[config.mk]
export PLATFORM = sky130hd
export DESIGN_NAME = uart_tx
export DESIGN_NICKNAME = d
export VERILOG_FILES = /design/src/rtl/uart_tx.sv
export SDC_FILE = /design/constraint.sdc
export NUM_CORES = 1
export LEC_CHECK = 0
export ABC_AREA = 1
export CORE_ASPECT_RATIO = 2
export CORE_MARGIN = 2
export CORE_UTILIZATION = 45
export CTS_CLUSTER_SIZE = 10
export DETAILED_ROUTE_END_ITERATION = 8
export PLACE_DENSITY_LB_ADDON = 0.2
export SLEW_MARGIN = 20
export SYNTH_ARGS = -nofsm -noshare
export SYNTH_HDL_FRONTEND = slang
export SYNTH_SLANG_ARGS = --single-unit
[constraint.sdc]
create_clock -name clk50 -period 3.8 [get_ports clk50]
set_clock_uncertainty 0.2 [all_clocks]
set_input_delay 0.76 -clock clk50 [delete_from_list [all_inputs] [get_ports clk50]]
set_output_delay 0.76 -clock clk50 [all_outputs]
set_load 0.005 [all_outputs]
[src/rtl/uart_tx.sv]
// rtl/uart_tx.sv - 8N1/8N2 UART transmitter with a one-entry holding buffer
module uart_tx #(
    parameter int CLKS_PER_BIT = 434,
    parameter int STOP_BITS    = 1
) (
    input  logic       clk50,
    input  logic       rst,
    input  logic [7:0] tx_data,
    input  logic       tx_valid,
    output logic       tx_ready,
    output logic       tx_out,
    output logic       tx_busy,
    output logic       tx_done
);

    // Three-bit encoding leaves spare codes that fall back to IDLE.
    localparam logic [2:0] IDLE  = 3'd0;
    localparam logic [2:0] START = 3'd1;
    localparam logic [2:0] DATA  = 3'd2;
    localparam logic [2:0] STOP  = 3'd3;

    localparam logic [15:0] LAST_CNT  = 16'(CLKS_PER_BIT - 1);
    localparam logic        LAST_STOP = 1'(STOP_BITS - 1);

    logic [2:0]  state;
    logic [15:0] cnt;
    logic [2:0]  bit_idx;
    logic        stop_idx;
    logic [7:0]  shreg;
    logic [7:0]  hold_data;
    logic        hold_full;

    logic bit_end;
    logic frame_end;
    logic load_frame;
    logic accept;

    always_comb begin
        bit_end    = (cnt == LAST_CNT);
        frame_end  = (state == STOP) && bit_end && (stop_idx == LAST_STOP);
        load_frame = hold_full && ((state == IDLE) || frame_end);
        accept     = tx_valid && !hold_full;
    end

    always_ff @(posedge clk50) begin
        if (rst) begin
            state     <= IDLE;
            cnt       <= '0;
            bit_idx   <= '0;
            stop_idx  <= 1'b0;
            shreg     <= '0;
            hold_data <= '0;
            hold_full <= 1'b0;
            tx_ready  <= 1'b1;
            tx_out    <= 1'b1;
            tx_busy   <= 1'b0;
            tx_done   <= 1'b0;
        end else begin
            tx_done <= 1'b0;

            // A fresh accept wins over an unload so a waiting byte is never lost.
            if (accept) begin
                hold_data <= tx_data;
                hold_full <= 1'b1;
                tx_ready  <= 1'b0;
            end else if (load_frame) begin
                hold_full <= 1'b0;
                tx_ready  <= 1'b1;
            end

            cnt <= bit_end ? '0 : cnt + 16'd1;

            case (state)
                IDLE: begin
                    cnt     <= '0;
                    tx_out  <= 1'b1;
                    tx_busy <= 1'b0;
                    if (hold_full) begin
                        shreg   <= hold_data;
                        state   <= START;
                        tx_out  <= 1'b0;
                        tx_busy <= 1'b1;
                    end
                end
                START: begin
                    if (bit_end) begin
                        state   <= DATA;
                        bit_idx <= '0;
                        tx_out  <= shreg[0];
                    end
                end
                DATA: begin
                    if (bit_end) begin
                        if (bit_idx == 3'd7) begin
                            state    <= STOP;
                            stop_idx <= 1'b0;
                            tx_out   <= 1'b1;
                        end else begin
                            // shreg[0] is the bit now on the line, so the next one is shreg[1].
                            bit_idx <= bit_idx + 3'd1;
                            shreg   <= {1'b0, shreg[7:1]};
                            tx_out  <= shreg[1];
                        end
                    end
                end
                STOP: begin
                    if (bit_end) begin
                        if (stop_idx == LAST_STOP) begin
                            tx_done <= 1'b1;
                            if (hold_full) begin
                                shreg  <= hold_data;
                                state  <= START;
                                tx_out <= 1'b0;
                            end else begin
                                state   <= IDLE;
                                tx_busy <= 1'b0;
                            end
                        end else begin
                            stop_idx <= 1'b1;
                        end
                    end
                end
                default: begin
                    state   <= IDLE;
                    cnt     <= '0;
                    bit_idx <= '0;
                    tx_out  <= 1'b1;
                    tx_busy <= 1'b0;
                end
            endcase
        end
    end

endmodule

[After elaboration in Yosys (flattened, before gate mapping)]
Index checks and enable logic that the tools add are counted.
Operators by class
  $add $sub $neg: 2
  multiply operators: 0
  divide/modulo/power cells: 0
  magnitude comparators: 0
  equal/unequal tests: 14
  shift-type cells: 0
  mux-type cells: 41
  bitwise operators: 6
  reductions and logical operators: 21
Operators with widths (number)
  $mux 8: 5
  $mux 3: 9
  $pmux 8 s3: 1
  $mux 1: 21
  $ne 2x2->1 const B: 9
  $add 16x1->16 const B: 1
  $eq 16x9->1 const B: 1
  $pmux 3 s4: 1
  $reduce_and 4->1: 3
  $reduce_and 5->1: 2
  $pmux 3 s3: 1
  $reduce_or 3->1: 3
  $eq 3x2->1 const B: 2
  $not 1->1: 6
  $reduce_and 6->1: 1
  $logic_and 1x1->1: 4
  $pmux 1 s4: 1
  $reduce_bool 2->1: 2
  $reduce_or 2->1: 2
  $add 3x1->3 const B: 1
  $eq 3x1->1 const B: 1
  $eq 3x3->1 const B: 1
  $logic_not 3->1: 1
  $pmux 1 s3: 1
  4 further kinds: 4
Word-level totals
  flip-flop bits (word level): 44
  bits in latches: 0
  bits in writable memories: 0
  memory bits (read-only): 0
  input bits: 11
  word-level logic and storage cells: 95
  memories kept: 0

[Logic depth before layout (Yosys ltp)]
Gate-level depths: netlist (run 1).
  depth after elaboration: 7
  mapped depth: 10

[Least setup slack after synthesis (run 1)]
OpenSTA, ideal clock, no wires.
  path type: register to register
  start point: register state[0]
  end point: register state[1]
  setup time: 0.113 ns
  arrival time: 1.338 ns
  path slack: 2.149 ns
  cell stages (with the launch flop): 10
  buffers on the path: 1
  period minus slack after synthesis: 1.651 ns
  path through: dfxtp_1 -> inv_1 -> ha_1 -> buf_2 -> nor2_1 -> inv_1 -> o21ai_2 -> nand2_2 -> nor2_1 -> nor2_1
On the way
  cells in the longest elaborated chain, start to end: 3
Ends and longest elaborated chain
  start, declared: line 25  | logic [2:0] state;
  start signal, assigned: line 47  | state <= IDLE;
  start signal, assigned: line 80  | state <= START;
  start signal, assigned: line 87  | state <= DATA;
  $eq 3x2->1, or another cell as far along: line 73  | case (state)
  $ne 2x2->1 (no line)
  $reduce_and 6->1 (no line)
Several ways; a longest one is shown, not always the timed one.
A chain may end at the register's enable or synchronous reset.

==> qor.yml, run 1 <==
die:
  ios: 15
  dieHeight_um: 100.5
  fp.dieW_um: 52.24
  start_util: 0.4599
  die_area_mm2: 0.005249
  rows: 35
  fp.coreArea_mm2: 0.004554
power:
  pwr-share-seq: 0.436
  combinationalPowerShare: 0.365
  power_density_mw_per_mm2: 574.3
  max-vdd-ir-drop_v: 0.0003795
  p_sw_w: 0.0005098
  switching_share: 0.3764
  intPower_w: 0.0008446
  clkPwrFrac: 0.199
  cellLeakagePower_nw: 0.9635
final_layout:
  diodes: 0
  nNetsFinal: 332
  layout-drive-gt1-share: 0.09295
  fin_util: 0.5179
  final_cell_mix: "72 x nand2_1, 58 x nor2_1, 42 x dfxtp_1"
  layout.cells.non_filler: 367
  area_growth_syn_to_layout_pct: 12.60
  layout_commonest_cell: "nand2_1"
clock_network:
  root_buffer: "clkbuf_8"
  cts_hold_buf: 0
  clockBufferDepth: 2
  cts_buffers: 5
  cts_resized: 0
  cts_setup_buffers: 0
  cts_tree: "built"
  path_clk_slew_ps: 70
  h-tree-depth: 2
  clkSinkCount: 42
  clk_latency_ps: 290
logic_synthesis:
  yosysWarnings: 0
  synthCells: 296
  syn_area_per_cell_um2: 7.076
  synth_top_area_frac: 0.4014
  ys_types: 31
  synth_edf_count: 0
  synthArstFlopShare: 0
  syn_area_mm2: 0.002095
  synth_seq_cells: 42
  synth-main-ff-cell: "dfxtp_1"
  syn_nets: 316
  synth_area_leader_cell: "dfxtp_1"
  synthTopCellsByArea: "dfxtp_1 40%, nand2_1 13%, nor2_1 10%, ha_1 5.4%, o21ai_0 4.8%"
  ys_seq_area_frac: 0.4014
critical_path:
  critPathKind: "in2reg"
  critPathMaxStageDelay_ps: 510
  cp_max_fo: 21
  startpoint_type: "input port"
  end_kind: "register"
  arrival_ps: 2400
  crit_chain: "clkdlybuf4s50_1 -> inv_1 -> buf_4 -> nand3_2 -> o21ai_0 -> o21a_1"
  critical_path_required_ps: 3850
  critPathSlowestCell: "clkdlybuf4s50_1"
placement:
  dp.cells: 360
  hpwl_um: 3493
  place.gp.congestion: 0.7823
  io_buffer_count: 14
global_routing:
  grt_pass1_vias: 1822
  grt-ovfl-total: 0
  track_usage: 0.2068
  grt_max_degree: 22
  antenna_found_initial: 0
  grt_pass1_wl_um: 8017
sta:
  slew_headroom: 0.7225
  fin_crit_ps: 2351
  whs_ps: 265.8
  finalSetupTns_ps: 0
  final-max-slew-violation-count: 0
  grt_setup_unrepaired: "no"
  fmax_mhz: 425.4
  final_hold_viol_count: 0
  setup_viol: 0
  fin_crit_sh: 0.6186
  worst_pin_slew_ps: 416.3
route:
  vias_per_cell: 4.954
  drtPass1Iterations: 4
  vias: 1818
  drt-total-wl_um: 4471
  drtAntennaViolNets: 0
  drt-initial-drc-count: 44
  wl_per_cell_um: 12.18
  route.detailed.drc: 0
worst_hold_path:
  hold_path.class: "reg2reg"
outcome:
  status: "complete, no violations"
run:
  maxCapViolations: 0
==> synthesized netlist by cell type (2+ instances only) <==
master / n
nand2_1: 72
nor2_1: 58
dfxtp_1: 42
inv_1: 26
o21ai_0: 20
a21oi_1: 15
ha_1: 9
nand3_1: 9
nand2_2: 5
or2_2: 4
clkbuf_1: 3
nand3_2: 3
nand3b_1: 3
nand4_1: 3
nor2_4: 3
xnor2_1: 3
buf_2: 2
nor2_2: 2
nor3_1: 2
==> kinds of logic after synthesis <==
| logic type | Yosys count | share of synthesized area |
|---|---|---|
| DFF | 42 | 0.4014 |
| adders and majority gates | 9 | 0.05376 |
| xor gates and xnor gates | 3 | 0.01255 |
| AOI/OAI and AO/OA | 41 | 0.1087 |
| buffers and inverters | 33 | 0.06452 |
| and+or+nand+nor | 168 | 0.3590 |
==> layer usage <==
metal,global-route usage,up-vias,share of wire
met3,0.04006,9,0.018
met5,0,-,0
met2,0.4119,19,0.59
li1,-,966,-
met4,0.08481,0,0.025
met1,0.1903,824,0.37
==> flip-flops by register name (all words and copies together), names as in the netlist <==
name,cells
tx_out,1
hold_data,8
hold_full,1
cnt,16
bit_idx,3
shreg,8
state,2
tx_ready,1
tx_busy,1
tx_done,1
==> final cells by class <==
type	instances	area, um2
inverters	27	106.4
well taps	55	68.82
clock buffers	7	76.32
fillers	497	2196
flip-flops and latches	42	840.8
repair buffers	15	147.6
multi-input cells	221	1119
==> worst max-delay path, delay by kind of cell <==
family,cells,cell delay [ps]
buffers and inverters,3,820
AO/OA/AOI/OAI,2,460
AND/OR/NAND/NOR,1,340
==> power by group through the flow <==
stage | clock [W] | sequential (W) | combinational, W
2_1_floorplan | 0 | 0.000585 | 0.000380
3_3_place_gp | 0 | 0.000598 | 0.000495
3_5_place_dp | 0 | 0.000602 | 0.000498
4_1_cts | 0.000280 | 0.000592 | 0.000499
5_1_grt | 0.000300 | 0.000604 | 0.000585
6_report | 0.000269 | 0.000591 | 0.000494
==> through the flow <==
stage / setup slack, ps / cell area [um2] / total power, W
after floorplan: 2149 / 2095 / 0.0009650
after global placement: 1154 / 2282 / 0.001093
after detailed placement: 1123 / 2282 / 0.001100
after CTS: 1428 / 2359 / 0.001371
after global routing: 1221 / 2359 / 0.001489
final: 1449 / 2359 / 0.001354
==> final timing paths <==
check,from,end,slack [ps],depth (start not counted)
max,rst,hold_full,1450,6
min,hold_data[7],hold_data[7],270,2
max reg2reg,state[0],shreg[2],1490,7
min reg2reg,hold_data[7],hold_data[7],270,2
(Power assumes the default switching activity.)
==> run 2: changes to the inputs <==
clock period = 2.3 ns   (was 3.8 ns; I/O delays follow)
==> run 2 against run 1 <==
  * Flip-flop and latch count unchanged
  * Sequential power up 65%
  * Global-route usage about the same
  * Non-clock buffer count up 3
  * Sequential share of layout area down 0.56 points
  * Cell count up 1.1%
  * Hold slack worse by 5.2 ps
  * Setup slack worse by 1200 ps
  * Total power up 72%
  * Critical path type is now reg2reg
  * Largest power group unchanged
  * Highest routed layer unchanged
==> qor.yml, run 2 (synthesis gave the netlist of run 1 again) <==
outcome:
  status: "complete, no violations"
global_routing:
  grt-ovfl-total: 0
  antenna_found_initial: 0
  grt_max_degree: 21
  grt_pass1_vias: 1863
  grt_pass1_wl_um: 7990
  track_usage: 0.2070
final_layout:
  final_cell_mix: "72 x nand2_1, 58 x nor2_1, 42 x dfxtp_1"
  layout-drive-gt1-share: 0.1076
  diodes: 0
  area_growth_syn_to_layout_pct: 14.40
  final_cell_area_mm2: 0.002396
  fin_util: 0.5261
  largest_register_ffs: 16
  largestRegisters: "cnt (16), hold_data (8), shreg (8)"
  nNetsFinal: 335
  regMostFlops: "cnt"
  layout_commonest_cell: "nand2_1"
route:
  vias: 1878
  drt-initial-drc-count: 30
  drtPass1Iterations: 4
  route.detailed.drc: 0
  wl_per_cell_um: 12.77
  vias_per_cell: 5.062
  drtAntennaViolNets: 0
  drt-total-wl_um: 4738
critical_path:
  crit_chain: "inv_1 -> ha_1 -> inv_1 -> or2_2 -> o21ai_0 -> inv_1 -> nand2_2 -> nand2_1 -> nand2_1 -> nor2_1"
  critical_path_required_ps: 2300
  startpoint_type: "register"
  end_kind: "register"
  arrival_ps: 2040
  cp_max_fo: 12
  crit_top_cell: "inv_1"
  critPathSlowestCell: "ha_1"
  r2r_setup_slack_ps: 260
  critPathMaxStageDelay_ps: 420
  ff2ff_path_depth: 10
  critPathKind: "reg2reg"
clock_network:
  cts_tree: "built"
  path_clk_slew_ps: 80
  clkSinkCount: 42
  root_buffer: "clkbuf_8"
  h-tree-depth: 2
  cts_hold_buf: 0
  clk_latency_ps: 300
  cts_setup_buffers: 0
  cts_buffers: 5
  clockBufferDepth: 2
  cts_resized: 0
placement:
  placed_area_mm2: 0.002305
  place.gp.congestion: 0.8578
  io_buffer_count: 14
  hpwl_um: 3744
sta:
  fmax_mhz: 489.9
  slew_headroom: 0.7261
  worst_pin_slew_ps: 410.9
  fin_crit_ps: 2041
  grt_setup_unrepaired: "no"
  final_hold_viol_count: 0
  setup_viol: 0
  finalSetupTns_ps: 0
  fin_crit_sh: 0.8875
  final-max-slew-violation-count: 0
die:
  ios: 15
  start_util: 0.4599
  rows: 35
  die_area_mm2: 0.005249
  fp.coreArea_mm2: 0.004554
  dieHeight_um: 100.5
  fp.dieW_um: 52.24
power:
  p_sw_w: 0.0008821
  cellLeakagePower_nw: 0.9870
  power_density_mw_per_mm2: 971.0
  pwr-share-seq: 0.419
  clkPwrFrac: 0.215
  combinationalPowerShare: 0.366
  switching_share: 0.3792
  intPower_w: 0.001444
  max-vdd-ir-drop_v: 0.0006574
run:
  maxCapViolations: 0
worst_hold_path:
  hold_path.class: "reg2reg"
  holdPathStages: 2
run 2: cell types whose count changed in the layout (fill, tap and decap cells not counted):
| cell | before | now |
|---|---|---|
| buf_4 | 1 | 4 |
| clkbuf_1 | 2 | 1 |
| clkbuf_8 | 5 | 6 |
| clkinv_2 | 0 | 1 |
run 2: path summary, 6_finish.rpt:
path	start	end
max	state[0]	state[0]
min	tx_ready	tx_ready
min reg2reg	tx_ready	tx_ready
max reg2reg	state[0]	state[0]
run 2: critical path: cells and delay by family (launching register included):
kind                       cells  cell delay, ps
AOI/OAI and AO/OA              1              80
adders and majority gates      1             420
buffers and inverters          3             340
DFF                            1             340
and+or+nand+nor                5             560
run 2: power groups by stage:
stage | sequential [W] | combinational, W | clock (W)
2_1_floorplan | 0.000966 | 0.000628 | 0
3_3_place_gp | 0.000985 | 0.000850 | 0
3_5_place_dp | 0.000990 | 0.000861 | 0
4_1_cts | 0.000974 | 0.000861 | 0.000512
5_1_grt | 0.000994 | 0.000979 | 0.000541
6_report | 0.000974 | 0.000852 | 0.000501
run 2: per-layer routing:
metal	wire [um]	GRT usage
met1	1619	0.1741
met2	2793	0.4099
met3	90	0.03561
met4	234	0.1302
met5	0	0
run 2: area by class of cell:
cell class,instances,area [um2]
clock buffer,7,86.33
inverter,27,106.4
sequential,42,840.8
timing repair buffer,18,170.2
multi-input combinational,221,1119
tap,55,68.82
clock inverter,1,5.005
fill,480,2158
run 2: metrics by stage:
stage	setup slack (ps)	hold slack [ps]	power [W]	cells
5_1_grt	57.40	297.8	0.002513	371
3_5_place_dp	287.4	248.8	0.001851	363
6_report	258.7	260.6	0.002326	371
4_1_cts	265.4	262.3	0.002348	371
2_1_floorplan	648.9	230.3	0.001594	296
3_3_place_gp	322.7	243.2	0.001834	363
